### src/rtl/gmii_tx_framer_if.sv
// FIFO read port and GMII transmit pins of the transmit framer.
// master = framer side, slave = FIFO/PHY side.
interface gmii_tx_framer_if;
  logic       rd_en;
  logic [8:0] rd_data;
  logic       rd_empty;
  logic       gmii_tx_en;
  logic       gmii_tx_er;
  logic [7:0] gmii_txd;

  modport master (
    output rd_en,
    input  rd_data,
    input  rd_empty,
    output gmii_tx_en,
    output gmii_tx_er,
    output gmii_txd
  );

  modport slave (
    input  rd_en,
    output rd_data,
    output rd_empty,
    input  gmii_tx_en,
    input  gmii_tx_er,
    input  gmii_txd
  );
endinterface

### src/rtl/gmii_tx_framer.sv
// GMII transmit framer: drains a 9-bit non-FWFT FIFO and emits preamble, SFD,
// payload, optional CRC-32 FCS and an inter-frame gap; FIFO underrun aborts with tx_er.
module gmii_tx_framer #(
  parameter int unsigned IFG_CYCLES = 12,
  parameter bit          FCS_APPEND = 1'b1
) (
  input  logic             sys_clk,
  input  logic             sys_rst,
  gmii_tx_framer_if.master bus,
  output logic [15:0]      frame_cnt,
  output logic [15:0]      underrun_cnt
);

  localparam logic [15:0] PreLast = 16'd6;
  localparam logic [15:0] FcsLast = 16'd3;
  localparam logic [15:0] IfgLast = 16'(IFG_CYCLES - 1);

  typedef enum logic [2:0] {
    StIdle,
    StLook,
    StPre,
    StSfd,
    StData,
    StFcs,
    StDrop,
    StIfg
  } state_e;

  state_e      state_q, state_d;
  logic [7:0]  hold_q, hold_d;
  logic [31:0] crc_q, crc_d;
  logic        pend_q, pend_d;
  logic        err_q, err_d;
  logic [15:0] cnt_q, cnt_d;
  logic [15:0] frame_cnt_q, frame_cnt_d;
  logic [15:0] underrun_cnt_q, underrun_cnt_d;
  logic        tx_en_q, tx_en_d;
  logic        tx_er_q, tx_er_d;
  logic [7:0]  txd_q, txd_d;

  logic        rd_en;
  logic        word_flag;
  logic [7:0]  word_byte;
  logic [31:0] crc_inv;

  assign word_flag = bus.rd_data[8];
  assign word_byte = bus.rd_data[7:0];
  assign crc_inv   = ~crc_q;

  function automatic logic [31:0] crc_byte(input logic [31:0] crc, input logic [7:0] data);
    logic [31:0] c;
    c = crc ^ {24'h0, data};
    for (int i = 0; i < 8; i++) begin
      c = c[0] ? ((c >> 1) ^ 32'hEDB8_8320) : (c >> 1);
    end
    return c;
  endfunction

  // State register
  always_ff @(posedge sys_clk) begin
    if (sys_rst) begin
      state_q <= StIdle;
    end else begin
      state_q <= state_d;
    end
  end

  // Next-state logic
  always_comb begin
    state_d = state_q;
    case (state_q)
      StIdle: begin
        if (rd_en) state_d = StLook;
      end
      StLook: begin
        if (word_flag) begin
          state_d = StPre;
        end else if (rd_en) begin
          state_d = StLook;
        end else begin
          state_d = StIdle;
        end
      end
      StPre: begin
        if (cnt_q == PreLast) state_d = StSfd;
      end
      StSfd: state_d = StData;
      StData: begin
        if (!pend_q) begin
          state_d = StDrop;
        end else if (!word_flag) begin
          state_d = FCS_APPEND ? StFcs : StIfg;
        end
      end
      StFcs: begin
        if (cnt_q == FcsLast) state_d = StIfg;
      end
      StDrop: begin
        if (pend_q && !word_flag) state_d = StIfg;
      end
      StIfg: begin
        if (cnt_q == IfgLast) state_d = StIdle;
      end
      default: state_d = StIdle;
    endcase
  end

  // FIFO read strobe; never issued while empty or held in reset
  always_comb begin
    rd_en = 1'b0;
    case (state_q)
      StIdle: rd_en = !bus.rd_empty;
      StLook: rd_en = !word_flag && !bus.rd_empty;
      StSfd:  rd_en = !bus.rd_empty;
      StData: rd_en = pend_q && word_flag && !bus.rd_empty;
      StDrop: rd_en = !(pend_q && !word_flag) && !bus.rd_empty;
      default: rd_en = 1'b0;
    endcase
    if (sys_rst) rd_en = 1'b0;
  end

  // Datapath and pin next-state
  always_comb begin
    hold_d         = hold_q;
    crc_d          = crc_q;
    pend_d         = pend_q;
    err_d          = 1'b0;
    cnt_d          = cnt_q;
    frame_cnt_d    = frame_cnt_q;
    underrun_cnt_d = underrun_cnt_q;
    tx_en_d        = 1'b0;
    tx_er_d        = 1'b0;
    txd_d          = 8'h00;
    case (state_q)
      StLook: begin
        if (word_flag) begin
          hold_d = word_byte;
          crc_d  = 32'hFFFF_FFFF;
          cnt_d  = 16'd0;
        end
      end
      StPre: begin
        tx_en_d = 1'b1;
        txd_d   = 8'h55;
        cnt_d   = cnt_q + 16'd1;
      end
      StSfd: begin
        tx_en_d = 1'b1;
        txd_d   = 8'hD5;
        pend_d  = rd_en;
      end
      StData: begin
        tx_en_d = 1'b1;
        txd_d   = hold_q;
        crc_d   = crc_byte(crc_q, hold_q);
        if (pend_q) begin
          if (word_flag) begin
            hold_d = word_byte;
            pend_d = rd_en;
          end else begin
            pend_d = 1'b0;
            cnt_d  = 16'd0;
            if (!FCS_APPEND) frame_cnt_d = frame_cnt_q + 16'd1;
          end
        end else begin
          // Starved: the error marker goes out in the first DROP cycle
          err_d          = 1'b1;
          pend_d         = 1'b0;
          underrun_cnt_d = underrun_cnt_q + 16'd1;
        end
      end
      StFcs: begin
        tx_en_d = 1'b1;
        txd_d   = crc_inv[{cnt_q[1:0], 3'b000} +: 8];
        cnt_d   = cnt_q + 16'd1;
        if (cnt_q == FcsLast) begin
          cnt_d       = 16'd0;
          frame_cnt_d = frame_cnt_q + 16'd1;
        end
      end
      StDrop: begin
        if (err_q) begin
          tx_en_d = 1'b1;
          tx_er_d = 1'b1;
        end
        pend_d = rd_en;
        if (pend_q && !word_flag) cnt_d = 16'd0;
      end
      StIfg: begin
        cnt_d = cnt_q + 16'd1;
      end
      default: ;
    endcase
  end

  always_ff @(posedge sys_clk) begin
    if (sys_rst) begin
      hold_q         <= 8'h00;
      crc_q          <= 32'h0000_0000;
      pend_q         <= 1'b0;
      err_q          <= 1'b0;
      cnt_q          <= 16'd0;
      frame_cnt_q    <= 16'd0;
      underrun_cnt_q <= 16'd0;
      tx_en_q        <= 1'b0;
      tx_er_q        <= 1'b0;
      txd_q          <= 8'h00;
    end else begin
      hold_q         <= hold_d;
      crc_q          <= crc_d;
      pend_q         <= pend_d;
      err_q          <= err_d;
      cnt_q          <= cnt_d;
      frame_cnt_q    <= frame_cnt_d;
      underrun_cnt_q <= underrun_cnt_d;
      tx_en_q        <= tx_en_d;
      tx_er_q        <= tx_er_d;
      txd_q          <= txd_d;
    end
  end

  assign bus.rd_en      = rd_en;
  assign bus.gmii_tx_en = tx_en_q;
  assign bus.gmii_tx_er = tx_er_q;
  assign bus.gmii_txd   = txd_q;
  assign frame_cnt      = frame_cnt_q;
  assign underrun_cnt   = underrun_cnt_q;

endmodule

### src/flat_wrapper.sv
// flat-port wrapper written by rule: the top's interface ports become plain ports
module gmii_tx_framer_flat 
#(
  parameter int unsigned IFG_CYCLES = 12,
  parameter bit          FCS_APPEND = 1'b1
)
  (sys_clk, sys_rst, frame_cnt, underrun_cnt, bus_rd_en, bus_rd_data, bus_rd_empty, bus_gmii_tx_en, bus_gmii_tx_er, bus_gmii_txd);
  gmii_tx_framer_if bus_i ();
  input  logic sys_clk;
  input  logic sys_rst;
  output logic [15:0] frame_cnt;
  output logic [15:0] underrun_cnt;
  output wire logic [$bits(bus_i.rd_en)-1:0] bus_rd_en;
  input wire logic [$bits(bus_i.rd_data)-1:0] bus_rd_data;
  input wire logic [$bits(bus_i.rd_empty)-1:0] bus_rd_empty;
  output wire logic [$bits(bus_i.gmii_tx_en)-1:0] bus_gmii_tx_en;
  output wire logic [$bits(bus_i.gmii_tx_er)-1:0] bus_gmii_tx_er;
  output wire logic [$bits(bus_i.gmii_txd)-1:0] bus_gmii_txd;
  assign bus_rd_en = bus_i.rd_en;
  assign bus_i.rd_data = bus_rd_data;
  assign bus_i.rd_empty = bus_rd_empty;
  assign bus_gmii_tx_en = bus_i.gmii_tx_en;
  assign bus_gmii_tx_er = bus_i.gmii_tx_er;
  assign bus_gmii_txd = bus_i.gmii_txd;
  gmii_tx_framer #(.IFG_CYCLES(IFG_CYCLES), .FCS_APPEND(FCS_APPEND)) u_core (.sys_clk(sys_clk), .sys_rst(sys_rst), .bus(bus_i), .frame_cnt(frame_cnt), .underrun_cnt(underrun_cnt));
endmodule
### config.mk
export PLATFORM = sky130hd
export DESIGN_NAME = gmii_tx_framer_flat
export DESIGN_NICKNAME = d
export VERILOG_FILES = /design/src/rtl/gmii_tx_framer_if.sv /design/src/rtl/gmii_tx_framer.sv /design/src/flat_wrapper.sv
export SDC_FILE = /design/constraint.sdc
export NUM_CORES = 1
export LEC_CHECK = 0
export CAP_MARGIN = 20
export CORE_MARGIN = 1.5
export CORE_UTILIZATION = 61
export DETAILED_ROUTE_END_ITERATION = 12
export GPL_ROUTABILITY_DRIVEN = 1
export PLACE_DENSITY = 0.91
export SLEW_MARGIN = 10
export SYNTH_ARGS = -nofsm -noshare
export SYNTH_HDL_FRONTEND = slang
export SYNTH_SLANG_ARGS = --single-unit
### constraint.sdc
create_clock -name sys_clk -period 4.1 [get_ports sys_clk]
set_clock_uncertainty 0.05 [all_clocks]
set_input_delay 0.615 -clock sys_clk [delete_from_list [all_inputs] [get_ports sys_clk]]
set_output_delay 0.615 -clock sys_clk [all_outputs]
set_load 0.02 [all_outputs]
==> results of run 1 <==
-- logic make-up after synthesis --
logic type / count (synthesis)
flip-flops: 103
multiplexers: 19
XOR/XNOR: 89
AND/OR/NAND/NOR: 221
AO/OA/AOI/OAI: 113
adder cells (fa/ha/maj): 6
buffers and inverters: 41
-- worst max-delay path by stage --
stage                            startpoint              end  slack, ps  cells past startpoint
after floorplan           u_core.state_q[1]        bus_rd_en       1850                      7
after global placement       bus_rd_data[8]        bus_rd_en       1080                      6
after detailed placement    u_core.cnt_q[0]  u_core.cnt_q[6]       1000                      6
after CTS                 u_core.state_q[1]        bus_rd_en        950                      6
after global routing      u_core.state_q[0]        bus_rd_en        780                      6
final                     u_core.state_q[1]        bus_rd_en        920                      6
-- power breakdown --
part,internal (W),switching (W),total [W]
Combinational,0.000321,0.000360,0.000681
Sequential,0.00105,0.0000679,0.00112
Clock,0.000297,0.000337,0.000634
Total,0.00167,0.000765,0.00244
-- worst min-delay path, delay by kind of cell, from the launching register on --
kind / cells / cell delay, ps
simple gates: 2 / 140
flops: 1 / 300
-- state kept, by name (all words and copies together), names as in the netlist --
| name | flops |
|---|---|
| u_core.crc_q | 32 |
| u_core.cnt_q | 16 |
| u_core.underrun_cnt | 16 |
| u_core.pend_q | 1 |
| u_core.state_q | 3 |
| u_core.hold_q | 8 |
| u_core.err_q | 1 |
| u_core.bus.gmii_txd | 8 |
| u_core.bus.gmii_tx_en | 1 |
| u_core.bus.gmii_tx_er | 1 |
| u_core.frame_cnt | 16 |
-- cell usage in the layout (no fill, tap or decap), drive strengths merged, types with 12 or more instances in the layout --
| master | count |
|---|---|
| dfxtp | 103 |
| nor2 | 92 |
| xnor2 | 57 |
| clkdlybuf4s50 | 53 |
| a21oi | 38 |
| xor2 | 30 |
| nand2 | 28 |
| a211oi | 27 |
| o21ai | 21 |
| or3 | 17 |
| nand4 | 14 |
| nand3 | 13 |
| clkbuf | 12 |
-- Yosys cell counts (all sizes together) --
cell     count
a311o        1
mux2i       11
or4         10
nand2b       4
nor2b        3
nor4b        1
nor2        92
a31oi        1
o21ai       21
mux4         8
a221oi       2
buf          3
nand4       14
nor3         8
a21oi       38
nand3b       4
and2         5
nor3b        1
o31ai        8
dfxtp      103
o21a         1
xnor3        2
inv          9
xor2        30
nand2       28
o22ai        9
or2          1
or3b         2
or4b         1
and3         5
and4         5
clkbuf      29
a211oi      27
nor4         7
o311ai       1
o21bai       1
ha           6
nand3       13
a21o         2
a2111oi      1
or3         17
xnor2       57
-- through the flow --
| stage | setup WS, ps | cell area (um2) | utilization (%) | total power (W) |
|---|---|---|---|---|
| 6_report | 922 | 6020 | 72.9 | 0.00244 |
| 5_1_grt | 781 | 6020 | 72.9 | 0.00255 |
| 4_1_cts | 954 | 6020 | 72.9 | 0.00244 |
| 3_5_place_dp | 1000 | 5830 | 70.7 | 0.00181 |
| 3_3_place_gp | 1080 | 5830 | 70.7 | 0.00179 |
| 2_1_floorplan | 1850 | 5250 | - | 0.00169 |
-- metal layers --
layer	track usage (%)	vias to the layer above	part of all wire [%]
met5	0	-	0
met4	8.33	0	1.8
met3	5.06	25	5.0
met2	48.2	142	51
met1	34.3	2200	42
li1	-	2180	-
-- layout make-up --
cell class	count	area (um2)	area share (%)
clock inverter	3	43.8	0.727
timing repair buffer	58	566	9.39
sequential	103	2060	34.2
multi-input combinational	448	3040	50.5
tap	105	131	2.18
inverter	9	33.8	0.561
clock buffer	12	145	2.41
==> qor.txt, run 1 <==
Tcrit/Tclk final: 77.5%
Initial Util: 63.6%
Reg2reg setup slack: 950 ps
Die Height: 95.8 um
Largest family of logic cells by synthesized area: simple AND/OR/NAND/NOR gates
#FFs+latches synth: 103
Row cnt: 33
Power Density: 405 nW/um2
Slowest cell on crit path: dfxtp_1
Critical path required time: 3430 ps
ANT cells: 0
Endpoint, Worst Hold: u_core.bus.gmii_tx_er
CTS tree: yes
Syn Inst Count: 592
Largest net degree at the start of global routing: 86
Post-DP HPWL: 8360 um
Reg2reg path depth: 6
Full die area: 9170 um2
Vias: 4,547
Skew-Pair Late Insertion Delay: 370 ps
Syn_nets: 610
CTS Sinks: 103
Mapped Area: 5250 um2
Relative slew slack: 37.4%
Synth Warn #: 0
Final setup fails: 0
Final setup TNS: 0 ps
Setup bufs post-CTS: 0
Non-filler cells, final: 738
Deepest clock path buffer count: 2
Top post-synthesis cells by area: dfxtp_1, xnor2_1, nor2_1
Worst Max-Slew Pin Slew: 937 ps
Maximum vdd drop: 0.287 mV
Hold Path Depth: 2
Inst Count DP: 723
DIE WIDTH: 95.8 um
Hold WC Path Type: reg -> reg
Worst path bufs/invs: 2
First-pass GRT wire length: 20,000 um
Count of pins over their slew limit: 0
Fill cells: 611
Hold Violations, Final: 0
Worst setup EP type: output pin
Wire per inst: 16.6 um
Status: finished clean
WHS: 421 ps
Reg clk slew, reported paths: 90 ps
Share of cells above drive strength 1: 6.32%
Core area: 8260 um2
RSZ-0062 raised after global routing: false
Adder-cell share of the synthesized area: 1.43%
GP Congestion: 0.839
Mux cell area share after synthesis: 5.53%
NumNets Final: 647
Post-Route WL: 12,300 um
GRT Total Usage: 27.6%
Post-synthesis simple-gate area fraction: 21.8%
Min Tclk post-route: 3180 ps
Post-synthesis sequential area ratio: 39.3%
Post-route ant nets: 0
Leakage Power: 1.96 nW
Root buf cell: clkbuf_8
Synth top area share: 39.3%
Synthesized area per cell: 8.87 um2
Hold Crit Start: u_core.err_q
Critical R2R Capture: u_core.cnt_q[4]
Cts repair resizes: 0
Boundary pin count: 55
Initial antenna violation count: 0
Residual DRC: 0
Vias per cell: 6.16
Synth area leader: dfxtp_1
Starting DRT DRC Count: 249
Max cap viols: 0
Reg2reg start: u_core.cnt_q[0]
Delay-heaviest family, CP: flip-flops
Port bufs: 54
CP Launch Type: register
Critical path type: reg -> out
WP data arrival: 2510 ps
P&R area growth vs syn: 14.7%
First-pass DRT Iterations: 5
Critical Path, Cell by Cell: inv_1 > nand2_1 > a21oi_1 > nor4_1 > and2_1 > clkdlybuf4s50_1
Synth Area in Compound Gates: 13.3%
Critical Path Fanout Max: 19
Fmax achieved: 315 MHz
Yosys cell types: 49
Hold-fix buffers, CTS: 0
Total grt overflow: 0
Number of global-route vias before repair: 4,222
Slowest stage delay, CP: 790 ps
CTS Buf Count: 9
Synth Area in XOR/XNOR: 15.8%
H-tree depth: 3
No activity file was read; power rests on OpenSTA's default activity.
==> run 2: changes to the inputs <==
CORE_UTILIZATION = 51   (was 61)
PLACE_DENSITY = 0.82   (was 0.91)
clock period = 2.9 ns   (was 4.1 ns; I/O delays follow)
==> run 2 against run 1 <==
  * Power rose by 41%
  * Worst hold slack improved by 3.3 ps
  * Global-route usage is 4.9 points lower
  * Setup slack got worse by 720 ps
  * Combinational power up 48%
  * Count of clock-buffer cells in the layout is the same
  * Utilization shrank 11 points
  * Routed wire length shrank 2.8%
  * Clock power up 35%
  * Sequential power increased by 39%
  * Largest power group unchanged
==> qor.txt, run 2 (synthesis results as in run 1) <==
Max cap viols: 0 (unchanged)
Critical path required time: 2410 ps (-1020 ps)
Vias per cell: 5.75 (-6.7%)
Share of cells above drive strength 1: 8.51% (+2.2 points)
Critical Path Fanout Max: 7 (-12)
Slowest cell on crit path: clkdlybuf4s50_1
Fill cells: 803 (+31%)
Wire per inst: 15.3 um (-7.9%)
ANT cells: 0 (unchanged)
Maximum vdd drop: 0.378 mV (+32%)
P&R area growth vs syn: 17.3%
Largest net degree at the start of global routing: 86 (unchanged)
Fmax achieved: 371 MHz
Count of pins over their slew limit: 0 (unchanged)
Post-DP HPWL: 8170 um (-2.2%)
Boundary pin count: 55 (unchanged)
H-tree depth: 3 (unchanged)
Delay-heaviest family, CP: buffers and inverters
CTS Sinks: 103 (unchanged)
GRT Total Usage: 22.7% (-4.9 points)
CTS tree: yes
Status: finished clean
Initial Util: 53.2% (-10 points)
Initial antenna violation count: 0 (unchanged)
Leakage Power: 2.02 nW (+3.1%)
Inst Count DP: 765 (+5.8%)
GP Congestion: 0.857 (+2.1%)
Residual DRC: 0 (unchanged)
Vias: 4,477 (-1.5%)
CTS Buf Count: 9 (unchanged)
Worst Max-Slew Pin Slew: 882 ps (-54.9 ps)
RSZ-0062 raised after global routing: false
Core area: 9860 um2 (+19%)
Most used cell, CP: clkdlybuf4s50_1
First-pass GRT wire length: 20,200 um (+1.1%)
Hold Violations, Final: 0 (unchanged)
Die Height: 104 um (+9.1%)
DIE WIDTH: 104 um (+9.1%)
NumNets Final: 661 (+2.2%)
Deepest clock path buffer count: 2 (unchanged)
Hold-fix buffers, CTS: 0 (unchanged)
Tcrit/Tclk final: 93.0%
Setup bufs post-CTS: 0 (unchanged)
Power Density: 557 nW/um2 (+38%)
Post-Route WL: 11,900 um (-2.8%)
Post-route ant nets: 0 (unchanged)
Relative slew slack: 41.2% (+3.8 points)
Final setup TNS: 0 ps (unchanged)
Reg clk slew, reported paths: 90 ps (about the same)
Critical path type: in -> out
Placement Setup Slack: 233 ps (-767 ps)
Skew-Pair Late Insertion Delay: 380 ps (about the same)
Non-filler cells, final: 779 (+5.6%)
Row cnt: 36 (+9.1%)
WP data arrival: 2210 ps (-300 ps)
Root buf cell: clkbuf_8
Final worst slack: 203 ps (-719 ps)
Number of global-route vias before repair: 4,291 (+1.6%)
First-pass DRT Iterations: 5 (unchanged)
Full die area: 10,900 um2 (+19%)
Worst setup EP type: output pin
Slowest stage delay, CP: 590 ps (-200 ps)
CP Launch Type: input pin
Starting DRT DRC Count: 317 (+27%)
Total grt overflow: 0 (unchanged)
Max FFs per register: 32 (unchanged)
Commonest non-fill, non-tap cell in the layout: dfxtp_1
Hold WC Path Type: reg -> reg
Worst path bufs/invs: 2 (unchanged)
Min Tclk post-route: 2700 ps
Most flops, register: u_core.crc_q
Port bufs: 54 (unchanged)
Commonest non-fill, non-tap cells in the layout: dfxtp_1, nor2_1, xnor2_1
Critical Path, Cell by Cell: clkdlybuf4s50_1 > nand2b_1 > a21oi_1 > nor4_1 > and2_1 > clkdlybuf4s50_1
Final setup fails: 0 (unchanged)
Cts repair resizes: 0 (unchanged)
run 2: path summary, 6_finish.rpt:
check	startpoint	end	slack (ps)	depth (start not counted)
setup / recovery	bus_rd_data[8]	bus_rd_en	200	6
hold / removal	u_core.err_q	u_core.bus.gmii_tx_er	420	2
setup reg to reg	u_core.cnt_q[7]	u_core.frame_cnt[12]	530	5
hold reg to reg	u_core.err_q	u_core.bus.gmii_tx_er	420	2
run 2: per-stage QoR:
stage	cell area, um2	power [W]	hold slack (ps)	utilization (%)
floorplan	5250	0.00238	384	-
global placement	5970	0.00256	404	60.6
detailed placement	5970	0.00259	403	60.6
CTS	6160	0.00344	431	62.4
global route	6160	0.00361	438	62.4
finish	6160	0.00343	425	62.4
run 2: layout make-up:
class,instances,area (um2),share of cell area (%)
Tap cell,133,166,2.70
Sequential cell,103,2060,33.5
Clock inverter,2,16.3,0.264
Inverter,9,33.8,0.549
Timing Repair Buffer,72,671,10.9
Multi-Input combinational cell,448,3040,49.4
Clock buffer,12,165,2.68
run 2: metal layers:
metal  up-vias  track usage (%)  share of wire, %
li1       2206                -                 -
met1      2119             29.0                43
met2       128             38.4                50
met3        24             2.88               4.5
met4         0             9.72               1.9
met5         -                0                 0
run 2: worst reg2reg max path, stage by stage, from the launching register on:
cell     delay (ps)
dfxtp_1         360
or4_4           600
nor4_2          360
nand4_1         370
or3_1           430
a21oi_1         140
run 2: power by group:
| part | total (W) | switching (W) | internal (W) |
|---|---|---|---|
| registers | 0.00156 | 0.0000719 | 0.00149 |
| logic | 0.00101 | 0.000530 | 0.000480 |
| clock network | 0.000859 | 0.000483 | 0.000375 |
| total | 0.00343 | 0.00109 | 0.00234 |
